File: config.mk
export PLATFORM = sky130hd
export DESIGN_NAME = seg_capture_flat
export DESIGN_NICKNAME = d
export VERILOG_FILES = /design/src/rtl/seg_capture_if.sv /design/src/rtl/seg_capture.sv /design/src/flat_wrapper.sv
export SDC_FILE = /design/constraint.sdc
export NUM_CORES = 1
export LEC_CHECK = 0
export ABC_AREA = 1
export ABC_CLOCK_PERIOD_IN_PS = 2100
export BUFFER_PORTS_ARGS = -buffer_cell sky130_fd_sc_hd__buf_2
export CORE_MARGIN = 2
export CORE_UTILIZATION = 55
export CTS_BUF_LIST = sky130_fd_sc_hd__clkbuf_8
export DETAILED_ROUTE_END_ITERATION = 12
export PLACE_DENSITY = 0.83
export SLEW_MARGIN = 20
export SYNTH_ARGS = -nofsm -noshare
export SYNTH_HDL_FRONTEND = slang
export SYNTH_SLANG_ARGS = --single-unit
File: constraint.sdc
create_clock -name clk -period 2.1 [get_ports clk]
set_input_delay 0.525 -clock clk [delete_from_list [all_inputs] [get_ports clk]]
set_output_delay 0.525 -clock clk [all_outputs]
set_load 0.02 [all_outputs]
File: src/rtl/seg_capture_if.sv
// Seven-segment capture bus: raw multiplexed display lines in, decoded digit state out.
interface seg_capture_if #(
  parameter int NUM_DIG = 4
);
  logic [7:0]           seg_in;
  logic [NUM_DIG-1:0]   an_in;
  logic [4*NUM_DIG-1:0] value;
  logic [NUM_DIG-1:0]   dp;
  logic [NUM_DIG-1:0]   blank;
  logic [NUM_DIG-1:0]   err;
  logic                 frame_valid;

  modport master (
    output seg_in, an_in,
    input  value, dp, blank, err, frame_valid
  );

  modport slave (
    input  seg_in, an_in,
    output value, dp, blank, err, frame_valid
  );
endinterface

File: src/rtl/seg_capture.sv
// Decodes a multiplexed seven-segment bus back into per-digit nibbles after STABLE_CYC stable samples.
// Latency: commit on the STABLE_CYC-th edge of a held pattern; frame_valid registered alongside it.
// Backpressure: none; the display bus is sampled every cycle and cannot be stalled.
module seg_capture #(
  parameter int NUM_DIG    = 4,
  parameter int STABLE_CYC = 4
) (
  input  logic          clk,
  input  logic          rst,
  seg_capture_if.slave  bus
);

  typedef enum logic {TRACK, HELD} state_t;

  state_t               state, state_nxt;
  logic [7:0]           smp_seg;
  logic [NUM_DIG-1:0]   smp_an;
  logic [7:0]           cnt;
  logic [NUM_DIG-1:0]   an_act;
  logic [NUM_DIG-1:0]   mask;
  logic [NUM_DIG-1:0]   mask_upd;
  logic                 chg, reach, one_low, commit;
  logic [3:0]           dec_nib;
  logic                 dec_blank, dec_err;

  logic [4*NUM_DIG-1:0] value_q;
  logic [NUM_DIG-1:0]   dp_q, blank_q, err_q;
  logic                 frame_valid_q;

  assign an_act   = ~bus.an_in;
  assign one_low  = (an_act != '0) && ((an_act & (an_act - 1'b1)) == '0);
  assign chg      = (bus.seg_in != smp_seg) || (bus.an_in != smp_an);
  assign reach    = ({1'b0, cnt} + 9'd1) == 9'(STABLE_CYC);
  assign mask_upd = mask | an_act;

  always_ff @(posedge clk) begin
    if (rst) state <= TRACK;
    else     state <= state_nxt;
  end

  always_comb begin
    state_nxt = state;
    if (chg)                        state_nxt = TRACK;
    else if (state == TRACK && reach) state_nxt = HELD;
  end

  // Multi-hot or idle enables still walk TRACK->HELD but never commit.
  always_comb begin
    commit = 1'b0;
    if (!chg && state == TRACK && reach && one_low) commit = 1'b1;
  end

  always_comb begin
    dec_nib   = 4'h0;
    dec_blank = 1'b0;
    dec_err   = 1'b0;
    case ({bus.seg_in[7:1], 1'b1})
      8'h03: dec_nib = 4'h0;
      8'h9F: dec_nib = 4'h1;
      8'h25: dec_nib = 4'h2;
      8'h0D: dec_nib = 4'h3;
      8'h99: dec_nib = 4'h4;
      8'h49: dec_nib = 4'h5;
      8'h41: dec_nib = 4'h6;
      8'h1F: dec_nib = 4'h7;
      8'h01: dec_nib = 4'h8;
      8'h09: dec_nib = 4'h9;
      8'h11: dec_nib = 4'hA;
      8'hC1: dec_nib = 4'hB;
      8'h63: dec_nib = 4'hC;
      8'h85: dec_nib = 4'hD;
      8'h61: dec_nib = 4'hE;
      8'h71: dec_nib = 4'hF;
      8'hFF: dec_blank = 1'b1;
      default: dec_err = 1'b1;
    endcase
  end

  always_ff @(posedge clk) begin
    if (rst) begin
      smp_seg       <= 8'hFF;
      smp_an        <= '1;
      cnt           <= 8'd0;
      mask          <= '0;
      value_q       <= '0;
      dp_q          <= '0;
      blank_q       <= '1;
      err_q         <= '0;
      frame_valid_q <= 1'b0;
    end else begin
      frame_valid_q <= 1'b0;
      if (chg) begin
        smp_seg <= bus.seg_in;
        smp_an  <= bus.an_in;
        cnt     <= 8'd1;
      end else if (cnt != 8'hFF) begin
        cnt <= cnt + 8'd1;
      end
      if (commit) begin
        for (int i = 0; i < NUM_DIG; i++) begin
          if (an_act[i]) begin
            value_q[4*i +: 4] <= dec_nib;
            dp_q[i]           <= ~bus.seg_in[0];
            blank_q[i]        <= dec_blank;
            err_q[i]          <= dec_err;
          end
        end
        if (mask_upd == '1) begin
          frame_valid_q <= 1'b1;
          mask          <= '0;
        end else begin
          mask <= mask_upd;
        end
      end
    end
  end

  assign bus.value       = value_q;
  assign bus.dp          = dp_q;
  assign bus.blank       = blank_q;
  assign bus.err         = err_q;
  assign bus.frame_valid = frame_valid_q;

endmodule

File: src/flat_wrapper.sv
// flat-port wrapper written by rule: the top's interface ports become plain ports
module seg_capture_flat 
#(
  parameter int NUM_DIG    = 4,
  parameter int STABLE_CYC = 4
)
  (clk, rst, bus_seg_in, bus_an_in, bus_value, bus_dp, bus_blank, bus_err, bus_frame_valid);
  seg_capture_if #(.NUM_DIG(NUM_DIG)) bus_i ();
  input  logic clk;
  input  logic rst;
  input wire logic [$bits(bus_i.seg_in)-1:0] bus_seg_in;
  input wire logic [$bits(bus_i.an_in)-1:0] bus_an_in;
  output wire logic [$bits(bus_i.value)-1:0] bus_value;
  output wire logic [$bits(bus_i.dp)-1:0] bus_dp;
  output wire logic [$bits(bus_i.blank)-1:0] bus_blank;
  output wire logic [$bits(bus_i.err)-1:0] bus_err;
  output wire logic [$bits(bus_i.frame_valid)-1:0] bus_frame_valid;
  assign bus_i.seg_in = bus_seg_in;
  assign bus_i.an_in = bus_an_in;
  assign bus_value = bus_i.value;
  assign bus_dp = bus_i.dp;
  assign bus_blank = bus_i.blank;
  assign bus_err = bus_i.err;
  assign bus_frame_valid = bus_i.frame_valid;
  seg_capture #(.NUM_DIG(NUM_DIG), .STABLE_CYC(STABLE_CYC)) u_core (.clk(clk), .rst(rst), .bus(bus_i));
endmodule
==> metrics.txt <==
worst setup path class=flip-flop to flip-flop; insertion delay to the later sink of the worst-skew pair=0.32 ns; Pleak=1.88 nW; most frequent cell after synthesis=nand2_1; fraction of layout cells with a size suffix above 1=17.2%; Yosys top cell area share=36.1%; first-pass GRT wire length=11,900 µm; synth unique cells=29; Internal=1.33 mW; Post-Place Cells=596; Post-Syn Nets=497; combinational power share=10.2%; top cells by count, synth=nand2_1, inv_1, nor2_1, dfxtp_1, nand3_1; synthesis warning total=0; worst slew pin tran=0.471 ns; Final HPWL DP=5260 µm; Yosys reg bits=54; Hold Path Class=input pin to flip-flop; Top delay family on crit path=simple AND/OR/NAND/NOR gates; Max stage delay cell, worst path=dfxtp_1; H-tree Lvls=2; crit path capture type=flip-flop; setup TNS=0 ns; Initial Util=57.9%; DR vias=2,951; largest area contributor in the netlist=dfxtp_1; PortBufs=42; clk buf depth=2; fin. max-slew vios=0; critical path data required time=2.35 ns; post-synthesis sequential area ratio=36.1%; die width=77.8 µm; final net count=548; PwrDens=531 nW/µm²; period utilisation layout=89.6%; TritonCTS clock tree=built; DRC violations left=0; Final min period=1.88 ns; Critical Path Fanout Max=10; crit path DAT=2.13 ns; Clock Power Share=32.4%; Core Box Area=5170 µm²; Die H=77.8 µm; top cells by area in the synthesized netlist=dfxtp_1, nand2_1, inv_1; Psw=490 µW; Diodes inserted=0; area of the mapped netlist=2990 µm²; Synth Instances=482; status=finished, final reports clean; critical-path cell list=ha_1 > nand2_2 > nor2_2 > nand2_1 > nand2_2 > nand3_2 > nor2_8 > nand3_4 > nand2_1 > inv_1 > nor2_1; Routed WL per cell=11.4 µm; CTS Buf Count=5; Antenna Nets Post-Route=0; switching share of total power=26.9%; Worst VDD drop=0.346 mV; drt first pass iters=5; I/O pin count=43; routability cong.=0.953; area delta synth->final=14.6%; Worst slew margin=68.4%; Tot GR Track Use=24.2%; final cell count without fillers=604; part of the power in registers=57.4%; hold violation count in the final report=0; Vias/cell=4.89; final setup vio count=0; number of synthesized flops with an enable pin=0; initial DRC count=194; predominant post-synthesis flop cell=dfxtp_1; Final Skew=0.0188 ns; initial antenna violation count=0; post-synthesis async set-or-reset flop share=0%; Root Buffer Master=clkbuf_8; number of global-route vias before repair=2,710; Worst-path clk slew=0.10 ns; clk sinks=54; gr ovfl total=0; crit start category=flip-flop; Post-Route WL=6900 µm; RSZ-0062 raised after global routing=no; die area=6050 µm²; pin count of the biggest net entering global routing=29; Syn Area/Cell=6.21 µm²; FMAX=532 MHz; CP max stage delay=0.40 ns; max cap viols=0; standard-cell rows=26; Buf/Inv on CP=1
==> cell families after synthesis <==
| group | count (synthesis) | synth area share [%] |
|---|---|---|
| AOI/OAI and AO/OA | 15 | 3.09 |
| buffers and inverters | 101 | 13.3 |
| DFF | 54 | 36.1 |
| adders and majority gates | 1 | 0.418 |
| xor gates and xnor gates | 2 | 0.585 |
| and+or+nand+nor | 309 | 46.5 |
==> stage by stage <==
step	area, µm²	util, %	hold WS, ns	total power [mW]	setup WS [ns]
3_5_place_dp	3340	64.6	0.444	1.25	0.164
4_1_cts	3430	66.3	0.414	1.83	0.147
6_report	3430	66.3	0.418	1.82	0.219
5_1_grt	3430	66.3	0.418	1.90	0.00733
2_1_floorplan	2990	-	0.442	1.19	0.464
3_3_place_gp	3340	64.6	0.437	1.25	0.199
==> metal layers <==
metal | up-vias | part of all wire, % | GRT usage, %
met5 | - | 0 | 0
met4 | 0 | 2.1 | 9.82
met3 | 15 | 4.8 | 3.72
met2 | 75 | 49 | 42.4
met1 | 1318 | 44 | 29.5
li1 | 1543 | - | -
==> placed cells by master (no fill, tap or decap), drive strengths merged <==
cell type,count
nand2,170
inv,92
nor2,80
dfxtp,54
nand3,51
buf,51
nor3,6
a21oi,6
clkbuf,5
clkinv,4
o21ai,3
xnor2,2
o21bai,2
nand4,2
a31oi,1
a211oi,1
o22ai,1
a221oi,1
ha,1
clkinvlp,1
==> worst paths after layout <==
path | startpoint | endpoint | cells past startpoint | slack, ns
setup reg to reg | u_core.cnt[1]$_SDFFE_PP0P_ | u_core.mask[3]$_SDFFE_PP0P_ | 11 | 0.22
hold / removal | rst | u_core.bus.frame_valid$_SDFF_PP0_ | 2 | 0.42
hold reg to reg | u_core.bus.blank[0]$_SDFFE_PP1P_ | u_core.bus.blank[0]$_SDFFE_PP1P_ | 2 | 0.46
setup / recovery | u_core.cnt[1]$_SDFFE_PP0P_ | u_core.mask[3]$_SDFFE_PP0P_ | 11 | 0.22
==> power groups by stage <==
stage	logic (mW)	clock network, mW	registers, mW
3_5_place_dp	0.184	0	1.07
2_1_floorplan	0.122	0	1.07
5_1_grt	0.209	0.640	1.05
3_3_place_gp	0.179	0	1.07
4_1_cts	0.184	0.604	1.05
6_report	0.185	0.591	1.05
==> flip-flops by register name (all words and copies together), names as in the netlist <==
register / cells
u_core.bus.frame_valid: 1
u_core.mask: 4
u_core.smp_an: 4
u_core.bus.value: 16
u_core.state: 1
u_core.bus.dp: 4
u_core.cnt: 8
u_core.smp_seg: 8
u_core.bus.blank: 4
u_core.bus.err: 4
==> timing repair <==
| action | 4_1_cts | 5_1_grt |
|---|---|---|
| buffers inserted | 0 | 0 |
| endpoints found under the setup margin | 0 | 5 |
| resized for setup | 0 | 1 |
| hold buffers | 0 | 0 |
| endpoints found under the hold margin | 0 | 0 |
==> area by class of cell <==
class	count	area, µm²
Clock buffer	5	68.8
Clock inverter	3	21.3
Fill cell	460	1740
Inverter	94	353
Multi-Input combinational cell	327	1520
Sequential cell	54	1080
Tap cell	70	87.6
Timing Repair Buffer	51	303
Power figures use the tool's default switching activity.
